--- src/rtl/logic_gate_pkg.sv ---
// ---------------------------------------------------------------------------
// logic_gate_pkg
// Shared definitions for the logic_gate BIST engine and its golden model:
//   - bist_state_e : FSM states of the stimulus/response engine
//   - NUM_VEC      : number of input vectors exercised ({a,b} = 00..11)
//   - MASK_*       : bit positions of each gate output in mismatch/fail masks
//   - gate_expected: returns the six expected gate outputs for a given {a,b}
// ---------------------------------------------------------------------------
package logic_gate_pkg;

    typedef enum logic [1:0] {
        IDLE   = 2'd0,
        APPLY  = 2'd1,
        SAMPLE = 2'd2,
        DONE   = 2'd3
    } bist_state_e;

    localparam int NUM_VEC   = 4;
    localparam int NUM_OUT   = 6;

    localparam int MASK_AND  = 0;
    localparam int MASK_OR   = 1;
    localparam int MASK_XOR  = 2;
    localparam int MASK_XNOR = 3;
    localparam int MASK_NAND = 4;
    localparam int MASK_NOTB = 5;

    // Expected outputs of a healthy two-input gate block; ab[1] is a, ab[0] is b.
    function automatic logic [NUM_OUT-1:0] gate_expected(input logic [1:0] ab);
        logic                a;
        logic                b;
        logic [NUM_OUT-1:0]  e;
        a            = ab[1];
        b            = ab[0];
        e            = '0;
        e[MASK_AND]  = a & b;
        e[MASK_OR]   = a | b;
        e[MASK_XOR]  = a ^ b;
        e[MASK_XNOR] = ~(a ^ b);
        e[MASK_NAND] = ~(a & b);
        e[MASK_NOTB] = ~b;
        return e;
    endfunction

endpackage

--- src/rtl/logic_gate_bist_gate_expect.sv ---
// ---------------------------------------------------------------------------
// gate_expect
// Purely combinational golden model of the two-input logic_gate block.
// Ports:
//   vec_i      [1:0] input vector {a,b}
//   expected_o [5:0] expected outputs, bit order and/or/xor/xnor/nand/notb
// ---------------------------------------------------------------------------
module gate_expect
    import logic_gate_pkg::*;
(
    input  logic [1:0]         vec_i,
    output logic [NUM_OUT-1:0] expected_o
);

    assign expected_o = gate_expected(vec_i);

endmodule

--- src/rtl/logic_gate_bist.sv ---
// ---------------------------------------------------------------------------
// logic_gate_bist
// On-chip stimulus/response checker for the two-input logic_gate block.
// A start pulse walks {a,b} through 00,01,10,11; each vector is held for
// HOLD_CYCLES cycles, then the six gate readbacks are compared in one SAMPLE
// cycle against the golden model.
// Ports:
//   clk, rst_n          clock, asynchronous active-low reset
//   start               run request, honoured only in IDLE or DONE
//   a_o, b_o            stimulus to the gate under test
//   and_in..notb_in     gate output readbacks
//   busy, done, pass    run status (registered)
//   err_cnt             saturating count of failing vectors
//   first_fail_vec      {a,b} of the first failing vector, 0 if none
//   fail_mask           sticky per-output mismatch mask
// ---------------------------------------------------------------------------
module logic_gate_bist
    import logic_gate_pkg::*;
#(
    parameter int HOLD_CYCLES = 2,
    parameter int ERR_W       = 8
) (
    input  logic             clk,
    input  logic             rst_n,
    input  logic             start,
    output logic             a_o,
    output logic             b_o,
    input  logic             and_in,
    input  logic             or_in,
    input  logic             xor_in,
    input  logic             xnor_in,
    input  logic             nand_in,
    input  logic             notb_in,
    output logic             busy,
    output logic             done,
    output logic             pass,
    output logic [ERR_W-1:0] err_cnt,
    output logic [1:0]       first_fail_vec,
    output logic [5:0]       fail_mask
);

    localparam int              HOLD_W    = (HOLD_CYCLES > 1) ? $clog2(HOLD_CYCLES) : 1;
    localparam logic [HOLD_W-1:0] HOLD_LAST = HOLD_W'(HOLD_CYCLES - 1);
    localparam logic [1:0]      LAST_VEC  = 2'(NUM_VEC - 1);

    bist_state_e         state_q;
    logic [1:0]          vec_q;
    logic [HOLD_W-1:0]   holdCnt_q;
    logic                seenFail_q;
    logic                busy_q;
    logic                done_q;
    logic                pass_q;
    logic [ERR_W-1:0]    errCnt_q;
    logic [ERR_W-1:0]    errCnt_d;
    logic [1:0]          firstFail_q;
    logic [NUM_OUT-1:0]  failMask_q;
    logic [NUM_OUT-1:0]  failMask_d;
    logic [NUM_OUT-1:0]  expected;
    logic [NUM_OUT-1:0]  readback;
    logic [NUM_OUT-1:0]  mism;

    gate_expect u_gate_expect (
        .vec_i      (vec_q),
        .expected_o (expected)
    );

    // Gather the readbacks in mask bit order so one XOR yields the mismatch
    // vector. The counter saturates so a long-failing part cannot wrap to 0.
    always_comb begin
        readback            = '0;
        readback[MASK_AND]  = and_in;
        readback[MASK_OR]   = or_in;
        readback[MASK_XOR]  = xor_in;
        readback[MASK_XNOR] = xnor_in;
        readback[MASK_NAND] = nand_in;
        readback[MASK_NOTB] = notb_in;
        mism                = readback ^ expected;
        failMask_d          = failMask_q | mism;
        errCnt_d            = errCnt_q;
        if ((|mism) && (errCnt_q != '1)) begin
            errCnt_d = errCnt_q + ERR_W'(1);
        end
    end

    // Sequencer and result registers. Status outputs are kept as their own
    // flops so every output port is driven directly from a register.
    always_ff @(posedge clk or negedge rst_n) begin
        if (!rst_n) begin
            state_q     <= IDLE;
            vec_q       <= '0;
            holdCnt_q   <= '0;
            seenFail_q  <= 1'b0;
            busy_q      <= 1'b0;
            done_q      <= 1'b0;
            pass_q      <= 1'b0;
            errCnt_q    <= '0;
            firstFail_q <= '0;
            failMask_q  <= '0;
        end else begin
            case (state_q)
                IDLE, DONE: begin
                    if (start) begin
                        state_q     <= APPLY;
                        vec_q       <= '0;
                        holdCnt_q   <= '0;
                        seenFail_q  <= 1'b0;
                        busy_q      <= 1'b1;
                        done_q      <= 1'b0;
                        pass_q      <= 1'b0;
                        errCnt_q    <= '0;
                        firstFail_q <= '0;
                        failMask_q  <= '0;
                    end
                end
                APPLY: begin
                    if (holdCnt_q == HOLD_LAST) begin
                        state_q   <= SAMPLE;
                        holdCnt_q <= '0;
                    end else begin
                        holdCnt_q <= holdCnt_q + HOLD_W'(1);
                    end
                end
                SAMPLE: begin
                    failMask_q <= failMask_d;
                    errCnt_q   <= errCnt_d;
                    if ((|mism) && !seenFail_q) begin
                        firstFail_q <= vec_q;
                        seenFail_q  <= 1'b1;
                    end
                    if (vec_q == LAST_VEC) begin
                        state_q <= DONE;
                        busy_q  <= 1'b0;
                        done_q  <= 1'b1;
                        pass_q  <= (errCnt_d == '0);
                    end else begin
                        vec_q   <= vec_q + 2'd1;
                        state_q <= APPLY;
                    end
                end
                default: begin
                    state_q <= IDLE;
                end
            endcase
        end
    end

    assign a_o            = vec_q[1];
    assign b_o            = vec_q[0];
    assign busy           = busy_q;
    assign done           = done_q;
    assign pass           = pass_q;
    assign err_cnt        = errCnt_q;
    assign first_fail_vec = firstFail_q;
    assign fail_mask      = failMask_q;

endmodule
--- config.mk ---
export PLATFORM = sky130hd
export DESIGN_NAME = logic_gate_bist
export DESIGN_NICKNAME = d
export VERILOG_FILES = /design/src/rtl/logic_gate_pkg.sv /design/src/rtl/logic_gate_bist_gate_expect.sv /design/src/rtl/logic_gate_bist.sv
export SDC_FILE = /design/constraint.sdc
export NUM_CORES = 1
export LEC_CHECK = 0
export CAP_MARGIN = 20
export CORE_ASPECT_RATIO = 0.5
export CORE_MARGIN = 1.5
export CORE_UTILIZATION = 30
export DETAILED_ROUTE_END_ITERATION = 8
export DONT_BUFFER_PORTS = 1
export SLEW_MARGIN = 20
export SYNTH_ARGS = -nofsm -noshare
export SYNTH_HDL_FRONTEND = slang
export SYNTH_HIERARCHICAL = 1
export SYNTH_SLANG_ARGS = --single-unit
--- constraint.sdc ---
create_clock -name clk -period 2.8 [get_ports clk]
set_clock_uncertainty 0.2 [all_clocks]
set_input_delay 0.42 -clock clk [delete_from_list [all_inputs] [get_ports clk]]
set_output_delay 0.42 -clock clk [all_outputs]
set_load 0.03 [all_outputs]
# Yosys cells after proc, flatten, opt, wreduce, memory -nomap -nowiden
# Index checks and enable logic that the tools add are counted.
# totals
regBits	25
in_bits	9
elab_cells	72
# op_classes
add_sub_neg	3
eq_ne	10
n_mux	26
bitwise_logic	8
n_reduce_logical	15
# op_table
operator	n
8-bit two-way mux	2
8-bit one-hot mux with 2 select lines	1
2-bit two-way mux	6
6-bit one-hot mux with 2 select lines	1
2-bit != test, second input constant	5
1-bit one-hot mux with 2 select lines	5
3-bit AND reduction	3
8-bit by 1-bit adder with 8-bit output, second input constant	1
8-bit logical NOT	1
8-bit != test, second input constant	1
2-bit one-hot mux with 2 select lines	2
1-bit two-way mux	7
2-bit equality test, second input constant	3
6-bit two-way mux	1
6-bit bitwise OR	1
2-bit one-hot mux with 3 select lines	1
2-bit AND reduction	3
6-bit OR reduction	1
6-bit XOR	1
2-bit nonzero test	2
1-bit inverter	3
2-bit by 1-bit adder with 2-bit output, second input constant	1
2-bit by 1-bit equality test with 1-bit output, second input constant	1
1-bit logical AND	2
other kinds (7)	7

# Depth between registers and ports, before layout
# Gate-level depths: netlist (run 1).
# logic_depth
ltp_word	9
mapped_depth	9
ltp_nobuf	9

# Cells and area by module
# The synthesis (run 1) kept the hierarchy.
# modules_own_cells
mod	instances	cells_per_inst	area_per_inst_um2	seq_area_each_um2
logic_gate_bist	1	181	1595.3	625.6
gate_expect	1	8	56.3	0.0

# Worst setup path before layout (run 1)
# OpenSTA, ideal clock, no wires.
# synth_timing
path_type	reg2reg
startpoint	reg vec_q[0]
endpoint	reg errCnt_q[3] (netlist: err_cnt[3])
arrival_time_ns	2.473
setup_slack_ns	0.006
path_stages_with_launch	9
n_path_buf	0
path_cell_list	dfrtp_1 > inv_1 > ha_1 > xor2_1 > nor4_4 > a21oi_2 > and4_1 > mux2_1 > a22o_1
# synth_between
elab_cells_between_ends	11
cone_classes	mux (2); bitwise (7); reduce/logical (2)
# synth_rtl
element	line_no	rtl
start: declaration	logic_gate_bist.sv:47	logic [1:0] vec_q;
start signal: assignment	logic_gate_bist.sv:136	vec_q <= vec_q + 2'd1;
1-bit inverter	logic_gate_pkg.sv:41	e[MASK_NOTB] = ~b;
via expected[5]	logic_gate_bist.sv:58	logic [NUM_OUT-1:0] expected;
6-bit XOR	logic_gate_bist.sv:77	mism = readback ^ expected;
6-bit OR reduction	logic_gate_bist.sv:80	if ((|mism) && (errCnt_q != '1)) begin
1-bit logical AND	logic_gate_bist.sv:80	
8-bit two-way mux	logic_gate_bist.sv:80	
8-bit one-hot mux with 2 select lines	logic_gate_bist.sv:100	case (state_q)
end signal: assignment	logic_gate_bist.sv:125	errCnt_q <= errCnt_d;
end: declaration	logic_gate_bist.sv:53	logic [ERR_W-1:0] errCnt_q;
# The timed path passes the listed nets, and every way through them passes these cells.
# A chain may end at the register's enable or synchronous reset.

# Worst setup path after layout (run 1)
# Ends and elaborated chain as after synthesis.

==> impl_metrics.env, run 1 <==
export IMPL_crit_type="reg2reg"
export IMPL_drt_first_pass_iters=4
export IMPL_io_buffer_count=0
export IMPL_die_h_um=55.5
export IMPL_avgSynthCellArea_um2=8.74
export IMPL_hold_viol=0
export IMPL_syn_inst=189
export IMPL_synthMuxAreaShare=0.0258
export IMPL_syn_area_um2=1650
export IMPL_overflow=0
export IMPL_reg2reg_depth=8
export IMPL_seq_area_frac_synth=0.379
export IMPL_yosys_top_cells_count="dfrtp_1, a21oi_1, nand2_1, nor2_1"
export IMPL_cp_slowest_stage_delay_ns=0.47
export IMPL_cts_buffers=3
export IMPL_cp_arrival_ns=2.50
export IMPL_max_freq_ghz=0.396
export IMPL_cts_root_buf="clkbuf_8"
export IMPL_synth_area_leaders="dfrtp_1, a21oi_1, ha_1"
export IMPL_vias=1376
export IMPL_cts_hold_buffers=2
export IMPL_grt_max_degree=26
export IMPL_period_minus_slack_ns=2.52
export IMPL_clk_latency_ns=0.28
export IMPL_cts_clk_slew_worst_paths_ns=0.10
export IMPL_synthFlopType="dfrtp_1"
export IMPL_ctsResizeCount=0
export IMPL_start_kind="flip-flop"
export IMPL_worstHoldPathType="in2reg"
export IMPL_synth_xor_area_share=0.0318
export IMPL_dpl_hpwl_um=2810
export IMPL_cts_tree="built"
export IMPL_synthAdderAreaFrac=0.0606
export IMPL_die_x_um=108
export IMPL_max_slew_margin_rel=0.614
export IMPL_rrSetupSlack_ns=0.28
export IMPL_drtIter0Drc=52
export IMPL_cp_startpoint="vec_q[0]"
export IMPL_yosys_area_top_type_share=0.379
export IMPL_yosys_warnings=6
export IMPL_synth_distinct_cells=44
export IMPL_gp_congestion=0.885
export IMPL_synthSimpleGateAreaFrac=0.229
export IMPL_grt_pass1_vias=1364
export IMPL_grt_setup_unrepaired="false"
export IMPL_syn_num_nets=206
export IMPL_via_per_inst=5.17
export IMPL_post_synth_top_count_cell="dfrtp_1"
export IMPL_wl_per_cell_um=14.9
export IMPL_cp_end_kind="flip-flop"
export IMPL_die_area_um2=5990
export IMPL_grt_pass1_wl_um=6660
export IMPL_cp_top_family="simple AND/OR/NAND/NOR gates"
export IMPL_hp_start="start"
export IMPL_start_util=0.323
export IMPL_post_route_drc_count=0
export IMPL_htree_levels=1
export IMPL_p_per_area_nw_per_um2=688
export IMPL_antenna_left=0
export IMPL_wirelength_um=3960
export IMPL_cp_num_cells=8
export IMPL_crit_buf_inv=1
export IMPL_drv_cap=0
export IMPL_rr_endpoint="err_cnt[3]"
export IMPL_slew_viol_final=0
export IMPL_nets=214
export IMPL_leakage_nw=0.790
export IMPL_crit_chain="inv_1 -> ha_1 -> xor2_1 -> nor4_4 -> a21oi_2 -> and4_1 -> mux2_1 -> a22o_1"
export IMPL_ios=30
export IMPL_ir_drop_v=0.000319
export IMPL_cts_max_path_buffers=2
export IMPL_tns_ns=0
export IMPL_synth_enable_flop_cells=0
export IMPL_outcome="complete, no violations"
export IMPL_synth_compound_area_share=0.198
export IMPL_cp_endpoint="err_cnt[3]"
export IMPL_cts_sinks=25
export IMPL_tightest_slew_ns=0.578
export IMPL_r2r_start="vec_q[0]"
export IMPL_synth_top_family_by_area="simple AND/OR/NAND/NOR gates"
export IMPL_post_route_period_util=0.901
export IMPL_power_mw=1.24
export IMPL_std_cell_rows=18
export IMPL_drive_above_1_share=0.112
export IMPL_async_reset_ff_frac=1.00
export IMPL_cp_required_ns=2.78
export IMPL_post_cts_buffers=0
export IMPL_syn2layout_area_growth_pct=9.47
export IMPL_hold_ws_ns=0.170
export IMPL_grt_usage=0.139
export IMPL_antenna_cells=0
export IMPL_synth_area_leader_cell="dfrtp_1"
export IMPL_cp_max_fo=5
export IMPL_ys_seq_elements=25
export IMPL_crit_path_top_delay_cell="nor4_4"
export IMPL_final_setup_viol_count=0
export IMPL_core_area_um2=5110
export IMPL_antenna_found_initial=0
export IMPL_final_util=0.354
-- final cells by class --
class                      count  area (µm²)
clock buffer                   4        45.0
timing repair buffer          12         105
sequential                    25         626
fill                         523        3300
inverter                      12        45.0
multi-input combinational    143         900
tap                           70        87.6
-- flip-flops by register name, indices dropped and copies added (netlist names) --
register and cells:
holdCnt_q 1, err_cnt 8, done 1, vec_q 2, state_q 2, seenFail_q 1
busy 1, pass 1, fail_mask 6, first_fail_vec 2
-- how the worst min path moves through the flow --
stage                   end  slack [ns]  cells after the start
2_1_floorplan          busy       -0.08                      0
3_3_place_gp   fail_mask[0]       -0.08                      0
3_5_place_dp   fail_mask[0]       -0.08                      0
4_1_cts                busy        0.16                      2
5_1_grt                busy        0.17                      2
6_report               busy        0.17                      2
-- layer usage --
metal  track usage  part of all wire  up-vias  wire [µm]
li1              -                 -      684          -
met1         0.184              0.46      651       1820
met2         0.212              0.45       37       1770
met3        0.0484             0.083        4        330
met4        0.0470            0.0096        0         38
met5             0                 0        -          0
-- through the flow --
step / worst slack (ns) / instance area, µm² / cells
after floorplan: 0.00613 / 1650 / 189
after global placement: 0.347 / 1730 / 260
after detailed placement: 0.296 / 1730 / 260
final: 0.276 / 1810 / 266
after global routing: 0.128 / 1810 / 266
after CTS: 0.275 / 1810 / 266
-- cell usage in the layout (no fill, tap or decap), types with 6 or more instances in the layout --
master / synthesis / layout
inv_1: 12 / 12
ha_1: 8 / 8
a22o_1: 6 / 6
o21ai_0: 12 / 12
nand2_1: 20 / 20
nand3_1: 10 / 10
xor2_1: 6 / 6
buf_4: 1 / 10
nor2_1: 17 / 17
a21oi_1: 21 / 21
dfrtp_1: 25 / 25
-- power breakdown --
part / internal [mW] / switching [mW]
Clock: 0.102 / 0.124
Sequential: 0.411 / 0.0861
Combinational: 0.176 / 0.344
-- kinds of logic after synthesis --
kind of cell,Yosys count
buffers and inverters,21
AND/OR/NAND/NOR,72
XOR/XNOR,6
adder cells (fa/ha/maj),8
multiplexers,4
AO/OA/AOI/OAI,53
flip-flops,25
-- worst reg2reg max path: stages (launching register included) --
cell and delay, ns:
dfrtp_1 0.36, inv_1 0.07, ha_1 0.31, xor2_1 0.20
nor4_4 0.47, a21oi_2 0.12, and4_1 0.22, mux2_1 0.30
a22o_1 0.18
Power figures use the tool's default switching activity.
==> run 2, diff against run 1 <==
--- a/config.mk
+++ b/config.mk
@@ -8,9 +8,11 @@
 export CAP_MARGIN = 20
 export CORE_ASPECT_RATIO = 0.5
 export CORE_MARGIN = 1.5
-export CORE_UTILIZATION = 30
+export CORE_UTILIZATION = 60
 export DETAILED_ROUTE_END_ITERATION = 8
 export DONT_BUFFER_PORTS = 1
+export GPL_TIMING_DRIVEN = 1
+export PLACE_DENSITY = 0.76
 export SLEW_MARGIN = 20
 export SYNTH_ARGS = -nofsm -noshare
 export SYNTH_HDL_FRONTEND = slang
==> run 2 against run 1 <==
- sequential power barely moved
- non-clock buffer count fell by 1
- global-route usage rose by 12 points
- count of clock-buffer cells in the layout fell by 1
- combinational power fell by 3%
- clock power barely moved
- cell area fell by 2.6%
- sequential cell count did not move
- largest cell class unchanged
==> impl_metrics.env, run 2 (synthesis results as in run 1) <==
export IMPL_final_setup_viol_count=0
export IMPL_wl_per_cell_um=16.1
export IMPL_pre_cts_ws_ns=0.205
export IMPL_grt_pass1_wl_um=5790
export IMPL_slew_viol_final=0
export IMPL_die_h_um=40.1
export IMPL_final_common_cell="dfrtp_1"
export IMPL_tns_ns=0
export IMPL_tightest_slew_ns=0.718
export IMPL_grt_max_degree=26
export IMPL_power_switching_mw=0.550
export IMPL_p_seq_frac=0.405
export IMPL_dpl_hpwl_um=2710
export IMPL_met2_length_um=1740
export IMPL_worstHoldPathType="in2reg"
export IMPL_largest_register_ffs=8
export IMPL_std_cell_rows=13
export IMPL_wl_met1_um=1680
export IMPL_antenna_cells=0
export IMPL_antenna_found_initial=0
export IMPL_die_x_um=77.2
export IMPL_clk_latency_ns=0.28
export IMPL_hold_end="busy"
export IMPL_vias=1424
export IMPL_wirelength_um=3750
export IMPL_power_mw=1.23
export IMPL_outcome="complete, no violations"
export IMPL_ctsResizeCount=0
export IMPL_hold_viol=0
export IMPL_start_kind="flip-flop"
export IMPL_drtIter0Drc=108
export IMPL_min_path_cells=2
export IMPL_intPower_mw=0.679
export IMPL_final_util=0.676
export IMPL_ir_drop_v=0.000480
export IMPL_rrSetupSlack_ns=0.18
export IMPL_crit_type="reg2reg"
export IMPL_gp_congestion=0.918
export IMPL_leakage_nw=0.789
export IMPL_final_cell_mix="dfrtp_1, a21oi_1, nand2_1"
export IMPL_reg2reg_depth=8
export IMPL_core_area_um2=2600
export IMPL_io_buffer_count=0
export IMPL_die_area_um2=3100
export IMPL_wl_met3_um=307
export IMPL_overflow=0
export IMPL_nets=213
export IMPL_via_per_inst=6.14
export IMPL_drt_first_pass_iters=4
export IMPL_start_util=0.635
export IMPL_post_route_drc_count=0
export IMPL_hold_ws_ns=0.144
export IMPL_cts_root_buf="clkbuf_8"
export IMPL_fin_ws_ns=0.177
export IMPL_grt_pass1_vias=1226
export IMPL_cts_buffers=3
export IMPL_max_freq_ghz=0.381
export IMPL_cp_max_fo=9
export IMPL_highest_layer="met4"
export IMPL_r2r_start="vec_q[0]"
export IMPL_cts_clk_slew_worst_paths_ns=0.09
export IMPL_cp_end_kind="flip-flop"
export IMPL_post_route_period_util=0.937
export IMPL_rr_endpoint="err_cnt[3]"
export IMPL_max_slew_margin_rel=0.521
export IMPL_pwr_share_comb=0.411
export IMPL_syn2layout_area_growth_pct=6.59
export IMPL_p_per_area_nw_per_um2=698
export IMPL_p_clk_frac=0.184
export IMPL_cts_sinks=25
export IMPL_cts_max_path_buffers=2
export IMPL_grt_usage=0.256
export IMPL_period_minus_slack_ns=2.62
export IMPL_switching_share=0.447
export IMPL_antenna_left=0
export IMPL_cts_tree="built"
export IMPL_cp_required_ns=2.78
export IMPL_hp_start="start"
export IMPL_drive_above_1_share=0.113
export IMPL_drv_cap=0
export IMPL_ios=30
export IMPL_cp_arrival_ns=2.60
export IMPL_htree_levels=1
export IMPL_cp_startpoint="vec_q[0]"
export IMPL_grt_setup_unrepaired="false"
## run 2: cell types whose count changed in the layout (fill, tap and decap cells not counted)
cell / change
buf_4: -1
clkbuf_1: -1
clkinv_2: +1
## run 2: what timing repair did
item                                   in CTS  in global routing
setup buffers                               0                  0
endpoints found under the hold margin      25                  0
hold buffers                                2                  0
## run 2: how the worst max path moves through the flow
stage	to	cells after the start
floorplan	err_cnt[3]	8
global placement	err_cnt[3]	8
detailed placement	err_cnt[3]	8
CTS	err_cnt[3]	8
global route	err_cnt[3]	8
finish	err_cnt[3]	8
## run 2: critical path: stages (launching register included)
cell and delay, ns:
dfrtp_1 0.35, inv_1 0.07, ha_1 0.32, xor2_1 0.21, nor4_4 0.44, a21oi_2 0.20, and4_1 0.25, mux2_1 0.30
a22o_1 0.18
## run 2: final cells by class
class / count / area (µm²)
Tap cell: 37 / 46.3
Timing Repair Buffer: 11 / 97.6
Clock inverter: 1 / 5.00
Sequential cell: 25 / 626
Fill cell: 220 / 842
Inverter: 12 / 45.0
Multi-Input combinational cell: 143 / 900
Clock buffer: 3 / 41.3
## run 2: stage by stage
stage | instances | instance area (µm²)
2_1_floorplan | 189 | 1650
3_3_place_gp | 226 | 1680
3_5_place_dp | 226 | 1680
4_1_cts | 232 | 1760
5_1_grt | 232 | 1760
6_report | 232 | 1760
## run 2: power by group through the flow
stage,clock network (mW),registers (mW),logic [mW]
2_1_floorplan,0,0.524,0.382
4_1_cts,0.229,0.498,0.499
5_1_grt,0.238,0.505,0.563
3_3_place_gp,0,0.500,0.478
6_report,0.226,0.498,0.505
3_5_place_dp,0,0.506,0.487
## run 2: layer usage
metal,vias to the layer above,track usage
met5,-,0
met4,0,0.0773
met3,3,0.0864
met2,59,0.434
met1,676,0.324
li1,686,-
==> run 3, diff against run 2 <==
--- a/config.mk
+++ b/config.mk
@@ -18,3 +18,4 @@
 export SYNTH_HDL_FRONTEND = slang
 export SYNTH_HIERARCHICAL = 1
 export SYNTH_SLANG_ARGS = --single-unit
+export TNS_END_PERCENT = 50
==> constraint.sdc (replaced) <==
create_clock -name clk -period 3.2 [get_ports clk]
set_clock_uncertainty 0.2 [all_clocks]
set_input_delay 0.48 -clock clk [delete_from_list [all_inputs] [get_ports clk]]
set_output_delay 0.48 -clock clk [all_outputs]
set_load 0.1 [all_outputs]
==> run 3 against run 2 <==
- maximum frequency shrank 3.9%
- sequential power grew 8.4%
- via count shrank 3.6%
- highest routed layer unchanged
- first-iteration DRC count shrank 43%
- worst setup slack gained 0.29 ns
==> impl_metrics.env, run 3 (synthesis results as in run 1) <==
export IMPL_outcome="complete, no violations"
export IMPL_overflow=0
export IMPL_cts_clk_slew_worst_paths_ns=0.09
export IMPL_max_slew_margin_rel=0.373
export IMPL_ir_drop_v=0.000563
export IMPL_ios=30
export IMPL_syn2layout_area_growth_pct=7.73
export IMPL_start_util=0.635
export IMPL_post_route_drc_count=0
export IMPL_die_h_um=40.1
export IMPL_reg2reg_depth=8
export IMPL_min_path_cells=2
export IMPL_hold_end="busy"
export IMPL_cts_buffers=3
export IMPL_largest_register_ffs=8
export IMPL_antenna_left=0
export IMPL_hold_viol=0
export IMPL_htree_levels=1
export IMPL_slew_viol_final=0
export IMPL_period_minus_slack_ns=2.73
export IMPL_rr_endpoint="err_cnt[3]"
export IMPL_hp_start="start"
export IMPL_drive_above_1_share=0.127
export IMPL_die_area_um2=3100
export IMPL_grt_pass1_wl_um=5780
export IMPL_crit_buf_inv=1
export IMPL_final_util=0.684
export IMPL_clk_latency_ns=0.28
export IMPL_cts_max_path_buffers=2
export IMPL_crit_path_top_delay_cell="dfrtp_1"
export IMPL_crit_type="reg2reg"
export IMPL_grt_max_degree=26
export IMPL_final_cell_mix="dfrtp_1, a21oi_1, nand2_1"
export IMPL_vias=1373
export IMPL_die_x_um=77.2
export IMPL_grt_usage=0.252
export IMPL_antenna_cells=0
export IMPL_io_buffer_count=0
export IMPL_cp_top_family="simple AND/OR/NAND/NOR gates"
export IMPL_cts_root_buf="clkbuf_8"
export IMPL_worstHoldPathType="in2reg"
export IMPL_cp_arrival_ns=2.70
export IMPL_crit_chain="inv_1 -> ha_1 -> xor2_1 -> nor4_4 -> a21oi_2 -> and4_1 -> mux2_1 -> a22o_1"
export IMPL_cts_tree="built"
export IMPL_fillCellCount=215
export IMPL_core_area_um2=2600
export IMPL_std_cell_rows=13
export IMPL_gp_congestion=0.922
export IMPL_cp_required_ns=3.17
export IMPL_final_setup_viol_count=0
export IMPL_via_per_inst=5.87
export IMPL_r2r_start="vec_q[1]"
export IMPL_dpl_hpwl_um=2490
export IMPL_max_freq_ghz=0.366
export IMPL_cts_sinks=25
export IMPL_post_route_period_util=0.853
export IMPL_p_per_area_nw_per_um2=678
export IMPL_rrSetupSlack_ns=0.47
export IMPL_grt_setup_unrepaired="false"
export IMPL_cp_max_fo=9
export IMPL_wl_per_cell_um=15.1
export IMPL_wirelength_um=3520
export IMPL_start_kind="flip-flop"
export IMPL_antenna_found_initial=0
export IMPL_tightest_slew_ns=0.940
export IMPL_nets=215
export IMPL_drv_cap=0
export IMPL_cp_end_kind="flip-flop"
export IMPL_grt_pass1_vias=1225
export IMPL_drtIter0Drc=62
export IMPL_drt_first_pass_iters=4
export IMPL_cp_slowest_stage_delay_ns=0.50
export IMPL_tns_ns=0
export IMPL_leakage_nw=0.795
export IMPL_final_common_cell="dfrtp_1"
run 3: stage by stage:
stage,setup WS (ns),power (mW),std cells,instance area (µm²),hold slack [ns]
floorplan,0.0231,0.935,189,1650,-0.0156
global placement,0.536,0.989,228,1700,-0.0149
detailed placement,0.459,1.00,228,1700,-0.0149
CTS,0.461,1.21,234,1780,0.218
global route,0.267,1.29,234,1780,0.242
finish,0.471,1.21,234,1780,0.223
run 3: how the worst max path moves through the flow:
stage                        start         end  slack, ns  cells after the start
final                     vec_q[1]  err_cnt[3]       0.47                      8
after global routing      vec_q[1]  err_cnt[3]       0.27                      9
after CTS                 vec_q[1]  err_cnt[3]       0.46                      8
after detailed placement  vec_q[1]  err_cnt[3]       0.46                      8
after global placement    vec_q[1]  err_cnt[3]       0.54                      8
after floorplan           vec_q[1]  err_cnt[3]       0.02                      8
run 3: cell type report:
cell class                 count  area (µm²)  share of cell area
tap                           37        46.3              0.0260
timing repair buffer          13         113              0.0633
clock inverter                 1        7.51             0.00422
sequential                    25         627               0.352
multi-input combinational    143         900               0.506
clock buffer                   3        41.3              0.0232
inverter                      12        45.0              0.0253
run 3: where the power goes:
part           switching, mW  internal, mW  leakage [nW]
sequential             0.183         0.357         0.336
clock                  0.111        0.0886        0.0217
combinational          0.326         0.141         0.437
run 3: what timing repair did:
item	CTS	global route
endpoints found under the hold margin	25	0
hold buffers	2	0
setup buffers	0	0
gates resized for setup	0	0
endpoints found under the setup margin	0	0
run 3: metal layers:
| metal | track usage | up-vias | wire length (µm) |
|---|---|---|---|
| met3 | 0.0795 | 6 | 225 |
| met4 | 0.109 | 0 | 48 |
| li1 | - | 692 | - |
| met5 | 0 | - | 0 |
| met1 | 0.327 | 638 | 1720 |
| met2 | 0.401 | 37 | 1530 |
run 3: worst register-to-register path, cell delays in order (launching register included):
cell     delay [ns]
dfrtp_1        0.50
inv_1          0.07
ha_1           0.30
xor2_1         0.20
nor4_4         0.44
a21oi_2        0.19
and4_1         0.25
mux2_1         0.30
a22o_1         0.17
==> edit 1: new RTL, config.mk and constraints of run 1 <==
Register the outputs `a_o` and `b_o`, with the module's reset; this adds one clock of latency there. The other outputs are not delayed to match.
--- a/src/rtl/logic_gate_bist.sv
+++ b/src/rtl/logic_gate_bist.sv
@@ -146,4 +146,11 @@
 
-    assign a_o            = vec_q[1];
-    assign b_o            = vec_q[0];
+    always_ff @(posedge clk or negedge rst_n) begin
+        if (!rst_n) begin
+            a_o <= '0;
+            b_o <= '0;
+        end else begin
+            a_o <= vec_q[1];
+            b_o <= vec_q[0];
+        end
+    end
     assign busy           = busy_q;
Check against the original RTL: not equivalent (Yosys sat finds a counterexample within 10 cycles, from zero or initial values and one cycle with rst_n low).
==> edit 1 against run 1 <==
  * Sequential power grew 25%
  * Sequential cell count up 2
  * Wire length is 1.8% higher
  * Power rose by 34%
  * Worst hold slack gained 0.0046 ns
  * Synthesized area is 5.2% higher
  * Worst setup slack improved by 0.035 ns
  * Cell area grew 6.0%
  * Critical path type unchanged
  * Largest cell class unchanged
  * Highest routed layer unchanged
==> edit 1: results <==
<?xml version="1.0" encoding="UTF-8"?>
<metrics>
  <group name="worst_hold_path">
    <metric name="hold_depth" unit="">2</metric>
    <metric name="worst_hold_path_type" unit="">in -&gt; reg</metric>
    <metric name="whs_endpoint" unit="">busy</metric>
  </group>
  <group name="global_route">
    <metric name="antenna_found_initial" unit="">0</metric>
    <metric name="maximum_number_of_pins_on_one_net_before_global_route_repair" unit="">28</metric>
    <metric name="grt_util_all_layers" unit="">0.135</metric>
    <metric name="number_of_global_route_vias_before_repair" unit="">1408</metric>
    <metric name="grt_first_pass_wirelength" unit="µm">6820</metric>
  </group>
  <group name="pwr">
    <metric name="p_clk" unit="mW">0.336</metric>
    <metric name="peakVddDrop" unit="µV">304</metric>
    <metric name="cell_internal_pwr" unit="mW">0.915</metric>
    <metric name="leakagePower" unit="nW">0.851</metric>
    <metric name="power.combinational.fraction" unit="">0.427</metric>
  </group>
  <group name="routing">
    <metric name="wl_per_instance" unit="µm">14.7</metric>
    <metric name="post_drt_via_cell_ratio" unit="">5.24</metric>
    <metric name="count_of_routing_violations_after_the_opening_detailed_route_iteration" unit="">113</metric>
  </group>
  <group name="worst_setup_path">
    <metric name="critical_path.max_fanout" unit="">11</metric>
    <metric name="r2r_slack" unit="ns">0.31</metric>
    <metric name="critPathArrivalTime" unit="ns">2.44</metric>
    <metric name="regToRegEndpoint" unit="">err_cnt[5]</metric>
    <metric name="crit_path_top_delay_cell" unit="">dfrtp_1</metric>
    <metric name="worstSetupStartpoint" unit="">vec_q[1]</metric>
    <metric name="critPathMaxStageDelay" unit="ns">0.49</metric>
    <metric name="worstRegToRegCells" unit="">9</metric>
    <metric name="cpLargestDelayFamily" unit="">compound AO/OA/AOI/OAI gates</metric>
  </group>
  <group name="cells_and_area">
    <metric name="final_net_count" unit="">220</metric>
    <metric name="drive_above_1_share" unit="">0.0941</metric>
    <metric name="largest_register_ffs" unit="">8</metric>
  </group>
  <group name="outcome">
    <metric name="result_of_the_run" unit="">completed</metric>
  </group>
  <group name="placed_design">
    <metric name="place.gp.congestion" unit="">0.773</metric>
    <metric name="placed_cell_area" unit="µm²">1800</metric>
    <metric name="hpwlAfterDp" unit="µm">2840</metric>
  </group>
  <group name="timing">
    <metric name="max-slew-margin-rel" unit="">0.600</metric>
  </group>
  <group name="clocking">
    <metric name="clock_tree.root_cell" unit="">clkbuf_16</metric>
    <metric name="cts_max_path_buffers" unit="">2</metric>
    <metric name="clkTransAtPathRegs" unit="ns">0.07</metric>
  </group>
  <group name="synth">
    <metric name="yosysWarnings" unit="">6</metric>
    <metric name="synth_flop_cell" unit="">dfrtp_1</metric>
    <metric name="post_synth_num_cell_types" unit="">42</metric>
    <metric name="netlist_top_cells_count" unit="">dfrtp_1 (27), a21oi_1 (25), nand2_1 (23)</metric>
    <metric name="synth_top_cells_by_area" unit="">dfrtp_1 (39%), a21oi_1 (7.2%), ha_1 (5.8%), nand2_1 (5.0%), nor2_1 (3.9%)</metric>
    <metric name="synth-seq-area-share" unit="">0.389</metric>
  </group>
</metrics>
edit 1: kinds of logic (layout without fill, tap and decap cells):
family	Yosys count	in the layout	synth area share
compound gates	61	61	0.226
xor+xnor	6	6	0.0303
fa+ha+maj	8	8	0.0576
buf+inv	25	23	0.0656
flops	27	27	0.389
mux	3	3	0.0173
simple gates	74	74	0.215
edit 1: metrics by stage:
step | hold WS (ns) | power [mW] | setup WS (ns) | utilization | instances
global route | 0.204 | 1.80 | 0.111 | 0.346 | 275
detailed placement | -0.0751 | 1.32 | 0.131 | 0.326 | 269
finish | 0.175 | 1.67 | 0.311 | 0.346 | 275
global placement | -0.0750 | 1.30 | 0.235 | 0.326 | 269
CTS | 0.175 | 1.67 | 0.125 | 0.346 | 275
floorplan | -0.0756 | 1.16 | 0.434 | - | 204
edit 1: timing repair:
item                       4_1_cts  5_1_grt
setup endpoints to repair        0        2
setup buffers                    0        0
hold endpoints to repair        27        0
resized for setup                0        1
hold buffers                     2        0
edit 1: worst reg2reg max path, stage by stage (launching register included):
cell	delay (ns)
dfrtp_1	0.49
inv_1	0.07
ha_1	0.30
inv_1	0.07
xor2_1	0.21
nor4_2	0.06
buf_4	0.18
a211oi_2	0.38
a31oi_1	0.14
a221o_1	0.27
edit 1: per-layer routing:
layer,share of wire,vias to the layer above,GRT usage
li1,-,716,-
met1,0.47,699,0.167
met2,0.46,21,0.228
met3,0.055,6,0.0464
met4,0.010,0,0.0385
met5,0,-,0
edit 1: area by class of cell:
type                       count  area (µm²)
clock buffer                   3        75.1
clock inverter                 1        5.00
fill                         567        3620
inverter                      10        37.5
multi-input combinational    152         950
sequential                    27         676
tap                           73        91.3
timing repair buffer           9        82.6
==> edit 2: new RTL, settings of run 1 <==
Without the edit above. Change the parameter `HOLD_CYCLES` from 2 to 4.
--- a/src/rtl/logic_gate_bist.sv
+++ b/src/rtl/logic_gate_bist.sv
@@ -19,3 +19,3 @@
 #(
-    parameter int HOLD_CYCLES = 2,
+    parameter int HOLD_CYCLES = 4,
     parameter int ERR_W       = 8
Behaviour: not the same (Yosys sat finds a counterexample within 10 cycles, from zero or initial values and one cycle with rst_n low).
==> edit 2 against run 1 <==
  * Power up 4.4%
  * Global-route usage up 0.35 points
  * Critical path type unchanged
  * Cell area up 5.3%
  * Clock power up 41%
  * Combinational power down 1%
  * Highest routed layer unchanged
  * Worst hold slack better by 0.010 ns
  * Worst setup slack better by 0.028 ns
  * Wire length up 2.1%
  * Critical endpoint is now err_cnt[6]
  * First-iteration DRC count up 73%
  * Largest power group unchanged
  * Synthesized area up 2.3%
  * Sequential cell count up 1
  * Die area up 2.2%
==> edit 2: results <==
<?xml version="1.0" encoding="UTF-8"?>
<metrics>
  <group name="synth">
    <metric name="netlist_top_cells_count" unit="">dfrtp_1 (26), a21oi_1 (23), nand2_1 (23)</metric>
    <metric name="synthesized_area_per_cell" unit="µm²">8.71</metric>
    <metric name="post_synth_num_cell_types" unit="">42</metric>
    <metric name="synth-seq-area-share" unit="">0.385</metric>
    <metric name="portion_of_netlist_area_occupied_by_mux_cells" unit="">0.0356</metric>
    <metric name="synth-xor-area-share" unit="">0.0526</metric>
    <metric name="yosysWarnings" unit="">6</metric>
    <metric name="yosys.area_share.adder" unit="">0.0667</metric>
    <metric name="synth_compound_gate_area_share" unit="">0.215</metric>
    <metric name="synth_top_cells_by_area" unit="">dfrtp_1 (39%), a21oi_1 (6.8%), ha_1 (6.7%), nand2_1 (5.1%), nor2_1 (4.7%)</metric>
    <metric name="syn_nets" unit="">212</metric>
    <metric name="synth-async-reset-ratio" unit="">1.00</metric>
  </group>
  <group name="pwr">
    <metric name="peakVddDrop" unit="µV">233</metric>
    <metric name="leakagePower" unit="nW">0.841</metric>
  </group>
  <group name="routing">
    <metric name="routed_wirelength" unit="µm">4040</metric>
    <metric name="count_of_routing_violations_after_the_opening_detailed_route_iteration" unit="">90</metric>
    <metric name="vias" unit="">1377</metric>
  </group>
  <group name="worst_setup_path">
    <metric name="cpLargestDelayFamily" unit="">compound AO/OA/AOI/OAI gates</metric>
    <metric name="crit_path_top_delay_cell" unit="">a2111oi_0</metric>
    <metric name="critPathArrivalTime" unit="ns">2.47</metric>
    <metric name="critical_path.max_fanout" unit="">6</metric>
    <metric name="r2r_slack" unit="ns">0.30</metric>
    <metric name="regToRegEndpoint" unit="">err_cnt[6]</metric>
    <metric name="critPathMaxStageDelay" unit="ns">0.63</metric>
  </group>
  <group name="placed_design">
    <metric name="detailedPlace.worstSlack" unit="ns">0.372</metric>
    <metric name="hpwlAfterDp" unit="µm">2940</metric>
    <metric name="placed_cell_area" unit="µm²">1800</metric>
    <metric name="place.gp.congestion" unit="">0.850</metric>
  </group>
  <group name="global_route">
    <metric name="grt_util_all_layers" unit="">0.143</metric>
    <metric name="grt_first_pass_wirelength" unit="µm">6790</metric>
    <metric name="number_of_global_route_vias_before_repair" unit="">1339</metric>
    <metric name="maximum_number_of_pins_on_one_net_before_global_route_repair" unit="">27</metric>
  </group>
  <group name="cells_and_area">
    <metric name="fillCellCount" unit="">544</metric>
    <metric name="final_area" unit="µm²">1900</metric>
    <metric name="final_net_count" unit="">217</metric>
    <metric name="drive_above_1_share" unit="">0.106</metric>
    <metric name="final-instance-count-excl-fill" unit="">271</metric>
  </group>
  <group name="clocking">
    <metric name="clkTransAtPathRegs" unit="ns">0.10</metric>
    <metric name="numCtsBuffers" unit="">3</metric>
  </group>
  <group name="timing">
    <metric name="max-slew-margin-rel" unit="">0.464</metric>
    <metric name="worst_hold_slack" unit="ns">0.181</metric>
  </group>
  <group name="worst_hold_path">
    <metric name="worst_hold_path_type" unit="">in -&gt; reg</metric>
  </group>
  <group name="outcome">
    <metric name="result_of_the_run" unit="">completed</metric>
  </group>
</metrics>
==> edit 2: cell count changes in the layout (fill, tap and decap cells not counted), moves of 3 or more <==
cell     change
and2_1       +3
nand4_1      -3
nand2_1      +3
mux2i_1      +4
nor2_1       +4
nand3_1      -6
a22o_1       -6
==> edit 2: final cells by class <==
cell class                 count  area share
clock buffer                   3      0.0217
clock inverter                 1      0.0158
inverter                      11      0.0217
multi-input combinational    147       0.504
sequential                    26       0.342
tap                           73      0.0480
timing repair buffer          10      0.0473
==> edit 2: where the power goes <==
part | switching (mW) | internal [mW]
logic | 0.350 | 0.164
registers | 0.0477 | 0.417
clock network | 0.128 | 0.192
total | 0.526 | 0.773
==> edit 2: how the worst max path moves through the flow <==
stage	end	slack [ns]	cells after the start
floorplan	err_cnt[7]	0.30	8
global placement	err_cnt[7]	0.42	8
detailed placement	err_cnt[6]	0.37	8
CTS	err_cnt[6]	0.34	8
global route	err_cnt[7]	0.14	8
finish	err_cnt[6]	0.30	8
==> edit 2: what timing repair did <==
action	in CTS	in global routing
buffers inserted	0	0
endpoints found under the hold margin	26	0
hold buffers	2	0
==> edit 2: logic make-up (layout without fill, tap and decap cells) <==
| family | Yosys count | after routing |
|---|---|---|
| compound gates | 56 | 56 |
| fa+ha+maj | 9 | 9 |
| xor+xnor | 8 | 8 |
| flops | 26 | 26 |
| simple gates | 68 | 68 |
| mux | 6 | 6 |
| buf+inv | 21 | 25 |
==> edit 2: per-layer routing <==
metal / vias up / track usage / share of wire
li1: 690 / - / -
met1: 669 / 0.187 / 0.47
met2: 16 / 0.230 / 0.48
met3: 2 / 0.0480 / 0.050
met4: 0 / 0.0263 / 0.0027
met5: - / 0 / 0
